[config.mk]
export PLATFORM = sky130hd
export DESIGN_NAME = mem_stage
export DESIGN_NICKNAME = d
export VERILOG_FILES = /design/src/rtl/mem_stage.sv
export SDC_FILE = /design/constraint.sdc
export NUM_CORES = 1
export LEC_CHECK = 0
export BUFFER_PORTS_ARGS = -buffer_cell sky130_fd_sc_hd__buf_2
export CORE_ASPECT_RATIO = 1.2
export CORE_MARGIN = 2
export CORE_UTILIZATION = 45
export DETAILED_ROUTE_END_ITERATION = 6
export PLACE_DENSITY = 0.78
export SLEW_MARGIN = 25
export SYNTH_ARGS = -nofsm -noshare
export SYNTH_HDL_FRONTEND = slang
export SYNTH_SLANG_ARGS = --single-unit
[constraint.sdc]
create_clock -name clk -period 9.9 [get_ports clk]
set_input_delay 2.97 -clock clk [delete_from_list [all_inputs] [get_ports clk]]
set_output_delay 2.97 -clock clk [all_outputs]
set_load 0.02 [all_outputs]
[src/rtl/mem_stage.sv]
// Memory stage of the in-order pipeline: holds one instruction, waits for load
// data from the data SRAM, and buffers that data while writeback is stalled.
module mem_stage (
    input  logic        clk,
    input  logic        resetn,
    input  logic        ws_allowin,
    output logic        ms_allowin,
    input  logic        es_to_ms_valid,
    input  logic [70:0] es_to_ms_bus,
    output logic        ms_to_ws_valid,
    output logic [69:0] ms_to_ws_bus,
    input  logic [31:0] data_sram_rdata,
    input  logic        data_sram_data_ok,
    output logic        ms_fwd_valid,
    output logic [4:0]  ms_fwd_dest,
    output logic        ms_fwd_pending,
    output logic [31:0] ms_fwd_data
);

    // The in-cycle "hit" case is combinational (data_hit_s); only WAIT and BUF are stored.
    typedef enum logic {
        LD_WAIT = 1'b0,
        LD_BUF  = 1'b1
    } ld_state_e;

    ld_state_e   ld_state_q, ld_state_d;
    logic        ms_valid_q, ms_valid_d;
    logic [70:0] ms_bus_q, ms_bus_d;
    logic [31:0] rdata_buf_q, rdata_buf_d;

    logic        res_from_mem_s;
    logic        gr_we_s;
    logic [4:0]  dest_s;
    logic [31:0] alu_result_s;
    logic [31:0] pc_s;
    logic        rdata_buf_valid_s;
    logic        data_hit_s;
    logic        ms_ready_go_s;
    logic        leave_s;
    logic [31:0] final_result_s;

    assign res_from_mem_s    = ms_bus_q[70];
    assign gr_we_s           = ms_bus_q[69];
    assign dest_s            = ms_bus_q[68:64];
    assign alu_result_s      = ms_bus_q[63:32];
    assign pc_s              = ms_bus_q[31:0];
    assign rdata_buf_valid_s = (ld_state_q == LD_BUF);

    // data_ok is credited only to a load already held in the stage and not yet buffered.
    assign data_hit_s     = ms_valid_q && res_from_mem_s && data_sram_data_ok && !rdata_buf_valid_s;
    assign ms_ready_go_s  = !res_from_mem_s || data_sram_data_ok || rdata_buf_valid_s;
    assign ms_to_ws_valid = resetn && ms_valid_q && ms_ready_go_s;
    assign ms_allowin     = !resetn || !ms_valid_q || (ms_ready_go_s && ws_allowin);
    assign leave_s        = ms_to_ws_valid && ws_allowin;
    assign final_result_s = res_from_mem_s ? (rdata_buf_valid_s ? rdata_buf_q : data_sram_rdata)
                                           : alu_result_s;

    assign ms_to_ws_bus   = {gr_we_s, dest_s, final_result_s, pc_s};
    assign ms_fwd_valid   = resetn && ms_valid_q && gr_we_s && (dest_s != 5'd0);
    assign ms_fwd_pending = ms_fwd_valid && res_from_mem_s && !ms_ready_go_s;
    assign ms_fwd_dest    = dest_s;
    assign ms_fwd_data    = final_result_s;

    // Next-state logic for the instruction register and the load-data buffer.
    always_comb begin
        ms_valid_d  = ms_valid_q;
        ms_bus_d    = ms_bus_q;
        ld_state_d  = ld_state_q;
        rdata_buf_d = rdata_buf_q;

        if (ms_allowin) begin
            ms_valid_d = es_to_ms_valid;
        end else begin
            ms_valid_d = ms_valid_q;
        end

        if (es_to_ms_valid && ms_allowin) begin
            ms_bus_d = es_to_ms_bus;
        end else begin
            ms_bus_d = ms_bus_q;
        end

        case (ld_state_q)
            LD_WAIT: begin
                if (data_hit_s && !ws_allowin) begin
                    ld_state_d  = LD_BUF;
                    rdata_buf_d = data_sram_rdata;
                end else begin
                    ld_state_d  = LD_WAIT;
                end
            end
            LD_BUF: begin
                if (leave_s) begin
                    ld_state_d  = LD_WAIT;
                    rdata_buf_d = 32'd0;
                end else begin
                    ld_state_d  = LD_BUF;
                end
            end
            default: begin
                ld_state_d = LD_WAIT;
            end
        endcase
    end

    // Control state: valid flag and load-data state, cleared by reset.
    always_ff @(posedge clk) begin
        if (!resetn) begin
            ms_valid_q <= 1'b0;
            ld_state_q <= LD_WAIT;
        end else begin
            ms_valid_q <= ms_valid_d;
            ld_state_q <= ld_state_d;
        end
    end

    // Payload registers; their contents are masked by the valid flags after reset.
    always_ff @(posedge clk) begin
        ms_bus_q    <= ms_bus_d;
        rdata_buf_q <= rdata_buf_d;
    end

endmodule

==> results of run 1 <==
-- critical path: stages --
cell and delay, ns:
buf_2 0.13, or3b_4 0.39, a211oi_2 0.16, buf_2 0.20
-- cell usage in the layout, fill, tap and decap left out, types with 2 or more instances in the layout --
master,netlist,layout
buf_2,8,218
edfxtp_1,103,103
nor2_1,33,33
a21oi_1,33,33
mux2i_1,32,32
nor2b_1,32,32
clkbuf_16,0,9
inv_1,3,3
nand2_1,2,2
nand3_1,2,2
a31oi_1,2,2
inv_6,0,2
inv_8,0,2
clkinv_4,0,2
buf_4,77,2
-- cell usage after synthesis, types with 3 or more instances --
cell type / count / area [µm²]
mux2i_1: 32 / 320
buf_2: 8 / 40.0
buf_4: 77 / 578
inv_1: 3 / 11.3
a21oi_1: 33 / 165
nor2b_1: 32 / 200
edfxtp_1: 103 / 3090
nor2_1: 33 / 124
-- registers in the layout, summed over array words and instances (netlist names) --
name	cells
ld_state_q	1
ms_valid_q	1
rdata_buf_q	32
ms_bus_q	71
-- per-stage QoR --
stage / hold slack, ns / cell area (µm²) / power, mW / setup WS [ns] / util, %
after floorplan: 0.485 / 4720 / 0.674 / 2.95 / -
after global placement: 0.502 / 5370 / 0.702 / 3.11 / 51.8
after detailed placement: 0.546 / 5400 / 0.708 / 3.07 / 52.1
after CTS: 0.551 / 5680 / 1.05 / 3.07 / 54.9
after global routing: 0.610 / 5680 / 1.08 / 3.06 / 54.9
final: 0.546 / 5680 / 1.04 / 3.08 / 54.9
-- kinds of logic (layout without fill, tap and decap cells) --
| family | Yosys count | in the layout | synth area share [%] |
|---|---|---|---|
| mux | 32 | 32 | 6.78 |
| flops | 105 | 105 | 66.3 |
| compound gates | 41 | 41 | 4.79 |
| buf+inv | 93 | 240 | 14.1 |
| simple gates | 73 | 73 | 8.00 |
-- routing by layer --
layer | vias to the layer above | part of all wire, % | track usage [%]
met5 | - | 0 | 0
met4 | 0 | 1.5 | 6.67
met3 | 14 | 9.2 | 5.98
met2 | 148 | 52 | 28.1
met1 | 1354 | 37 | 16.9
li1 | 1435 | - | -
-- layout make-up --
type                    instances  area (µm²)  share of cell area, %
clock inverters                 6        57.6                   1.01
well taps                     129         161                   2.84
repair buffers                221        1130                   19.9
clock buffers                  10         229                   4.03
multi-input cells             146         955                   16.8
flip-flops and latches        105        3140                   55.2
inverters                       3        11.3                  0.198
-- power groups by stage --
stage | logic [mW] | registers [mW] | clock network (mW)
5_1_grt | 0.180 | 0.532 | 0.369
3_3_place_gp | 0.164 | 0.539 | 0
3_5_place_dp | 0.168 | 0.540 | 0
4_1_cts | 0.168 | 0.530 | 0.352
6_report | 0.166 | 0.530 | 0.344
2_1_floorplan | 0.136 | 0.537 | 0
-- final timing paths --
check / slack, ns / start / end
max: 3.08 / data_sram_data_ok / ms_fwd_pending
min: 0.55 / ms_valid_q / ld_state_q
max reg2reg: 7.21 / ld_state_q / ms_bus_q[55]
min reg2reg: 0.55 / ms_valid_q / ld_state_q
==> out/metrics.yaml, run 1 <==
status:
  run_status: "complete, no violations"
clock_network:
  cts_tree: "built"
  cts-buffers-inserted: 9
  cts_resized: 0
  cts_sinks: 105
  cts_buffer_depth: 2
  clk_pin_slew_ns: 0.07
  h-tree-depth: 3
  cts_root_buf: "clkbuf_16"
  insertion_delay_ns: 0.35
  holdBufCountCts: 0
  cts_setup_buffers: 0
synthesis:
  async_flop_share_pct: 0
  syn_area_per_cell_um2: 13.7
  synth_fp_nets: 452
  synth_seq_cells: 105
  syn_inst: 344
  yosysSeqAreaShare_pct: 66.3
  ys.flop_type: "edfxtp_1"
  synthDistinctLibCells: 25
  synth_area_um2: 4720
  synth_edf_count: 103
  ys_warn_count: 0
floorplanning:
  coreArea_um2: 10400
  row_count: 41
  fp.dieH_um: 116
  die_w_um: 97.5
  top_level_ports: 219
  dieArea_um2: 11300
  initial_core_util_pct: 45.6
placement:
  portBuffers: 218
  routabilityCongestion: 0.753
  dp.cells: 604
  hpwl_mm: 6.68
power_and_ir_drop:
  pwr-share-comb_pct: 16.0
  power_switching_uw: 284
  p_int_uw: 755
  power_frac_seq_pct: 50.9
  power_density_nw_per_um2: 183
  power_frac_clock_pct: 33.1
  p_leak_nw: 2.33
  swShare_pct: 27.4
  vdd_ir_drop_max_mv: 0.104
sta:
  slew_headroom_pct: 41.7
  period_minus_slack_ns: 6.82
  rsz0062_at_grt: "false"
  max_freq_mhz: 147
  finalHoldViolCount: 0
  fin_tns_setup_ns: 0
  slew_violations: 0
  tightest_slew_ns: 0.875
  finClkSkew_ns: 0.00795
  post-route-period-util_pct: 68.8
  setup_viol: 0
grt:
  grt_max_degree: 70
  grt.total_usage_pct: 15.7
  grt_overflow: 0
  grt_pass1_vias: 2856
  grt_pass1_wl_mm: 13.8
  antenna_found_initial: 0
route:
  post_drt_wl_per_cell_um: 15.0
  via_count: 2951
  remaining_drc_errors: 0
  dr.pass1.iters: 5
  via_per_inst: 4.76
  wl_mm: 9.32
  drtIter0Drc: 128
  ant_nets: 0
job:
  cap_violations: 0
setup_path:
  cp-start-kind: "primary input"
  worstPathArrival_ns: 3.85
  worstPathRequired_ns: 6.93
  critPathKind: "in2out"
  endpoint_kind: "primary output"
  worstPathMaxFanout: 4
  r2r_cells: 3
cells_and_area:
  area_growth_syn_to_layout_pct: 20.3
  nets: 594
  num_antenna_cells: 0
  nFillCells: 878
  final_cells: 620
  final_layout_size_suffix_gt1_share_pct: 49.1
worst_hold_path:
  hp-class: "reg2reg"
  hold_depth: 1
(Power assumes the default switching activity.)
==> run 2: changes to the inputs <==
- CORE_UTILIZATION: 45 -> 42
- PLACE_DENSITY: 0.78 -> 0.76
- clock period: 9.9 -> 6.23 ns (I/O delays scaled with it)
==> out/metrics.yaml, run 2 (synthesis results as in run 1) <==
grt:
  grt.total_usage_pct: 15.2  # -0.51 points
  grtUsageMet3_pct: 5.72  # -0.26 points
  met2_usage_pct: 27.6  # -0.51 points
  grt_pass1_vias: 2934  # +2.7%
  gr-usage-met1_pct: 16.4  # -0.55 points
  top_usage_layer: "met2"
  grt_max_degree: 70  # unchanged
  antenna_found_initial: 0  # unchanged
  grt_overflow: 0  # unchanged
  grt_pass1_wl_mm: 14.2  # +2.3%
cells_and_area:
  largest_reg_flops: 71  # unchanged
  reg_top3: "ms_bus_q: 71 flops, rdata_buf_q: 32 flops"
  num_antenna_cells: 0  # unchanged
  mostFrequentLayoutCell: "buf_2"
  final_layout_size_suffix_gt1_share_pct: 49.2  # +0.10 points
  area_growth_syn_to_layout_pct: 21.1
  top_register: "ms_bus_q"
  nFillCells: 939  # +6.9%
  fin_util_pct: 52.1  # -2.8 points
  layout_common_cells: "buf_2, edfxtp_1, nor2_1, a21oi_1"
  nets: 595  # +0.17%
  final_area_um2: 5720  # +0.62%
  final_cells: 624  # +0.65%
sta:
  finalHoldViolCount: 0  # unchanged
  period_minus_slack_ns: 4.60
  finClkSkew_ns: 0.00799  # +0.0000351 ns
  hold_ws_ns: 0.544  # -0.00219 ns
  tightest_slew_ns: 0.923  # +0.0481 ns
  finalWorstSetupSlack_ns: 1.63  # -1.46 ns
  setup_viol: 0  # unchanged
  rsz0062_at_grt: "false"
  slew_headroom_pct: 38.5  # -3.2 points
  slew_violations: 0  # unchanged
  fin_tns_setup_ns: 0  # unchanged
  max_freq_mhz: 217
  post-route-period-util_pct: 73.9
floorplanning:
  initial_core_util_pct: 43.0  # -2.6 points
  row_count: 42  # +2.4%
  dieArea_um2: 12100  # +6.9%
  top_level_ports: 219  # unchanged
  fp.dieH_um: 120  # +3.4%
  coreArea_um2: 11000  # +6.0%
  die_w_um: 101  # +3.4%
clock_network:
  cts_setup_buffers: 0  # unchanged
  cts-buffers-inserted: 9  # unchanged
  insertion_delay_ns: 0.33  # -0.02 ns
  cts_buffer_depth: 2  # unchanged
  cts_resized: 0  # unchanged
  clk_pin_slew_ns: 0.07  # about the same
  holdBufCountCts: 0  # unchanged
  cts_root_buf: "clkbuf_16"
  cts_tree: "built"
  cts_sinks: 105  # unchanged
  h-tree-depth: 3  # unchanged
route:
  drtIter0Drc: 81  # -37%
  dr.pass1.iters: 7  # +2
  post_drt_wl_per_cell_um: 15.0  # -0.23%
  via_count: 2926  # -0.85%
  remaining_drc_errors: 0  # unchanged
  via_per_inst: 4.69  # -1.5%
  ant_nets: 0  # unchanged
  wl_mm: 9.36  # +0.42%
setup_path:
  critPathKind: "in2out"
  worstPathRequired_ns: 4.36  # -2.57 ns
  worstPathArrival_ns: 2.74  # -1.11 ns
  cp-start-kind: "primary input"
  endpoint_kind: "primary output"
  worstPathMaxFanout: 4  # unchanged
placement:
  place_ws_ns: 1.63  # -1.44 ns
  placed_cell_area_um2: 5400  # about the same
  hpwl_mm: 6.83  # +2.3%
  portBuffers: 218  # unchanged
  dp.cells: 607  # +0.50%
  routabilityCongestion: 0.801  # +6.4%
worst_hold_path:
  hp-class: "reg2reg"
power_and_ir_drop:
  power_density_nw_per_um2: 293  # +60%
  power_mw: 1.67  # +61%
  vdd_ir_drop_max_mv: 0.241  # +130%
  p_leak_nw: 2.33  # +0.32%
job:
  cap_violations: 0  # unchanged
status:
  run_status: "complete, no violations"
-- run 2: cell count changes in the layout (fill, tap and decap cells not counted) --
cell	previous run	this run
buf_8	0	1
clkinvlp_4	0	2
clkbuf_1	1	0
clkinv_4	2	1
clkinv_1	0	1
bufinv_16	0	1
inv_8	2	1
inv_6	2	1
-- run 2: final timing paths --
kind,start,to,slack (ns),cells after the start
max,data_sram_data_ok,ms_fwd_pending,1.63,4
min,ms_valid_q,ld_state_q,0.54,1
max reg2reg,ld_state_q,ms_bus_q[5],3.35,3
min reg2reg,ms_valid_q,ld_state_q,0.54,1
-- run 2: per-layer routing --
layer  share of wire, %  vias up
met2                 52      133
met4               0.99        0
met1                 37     1361
met5                  0        -
li1                   -     1427
met3                9.4        5
-- run 2: cell type report --
class,count,area (µm²),share of cell area [%]
flip-flops and latches,105,3140,54.8
repair buffers,222,1150,20.1
multi-input cells,146,955,16.7
clock buffers,9,225,3.94
well taps,132,165,2.89
clock inverters,7,77.6,1.36
inverters,3,11.3,0.197
-- run 2: where the power goes --
group,internal (mW),switching [mW],total (mW)
Clock,0.315,0.251,0.566
Combinational,0.0959,0.167,0.263
Sequential,0.825,0.0195,0.844
-- run 2: critical path: stages --
cell	delay, ns
buf_2	0.12
or3b_4	0.39
a211oi_2	0.16
buf_2	0.19
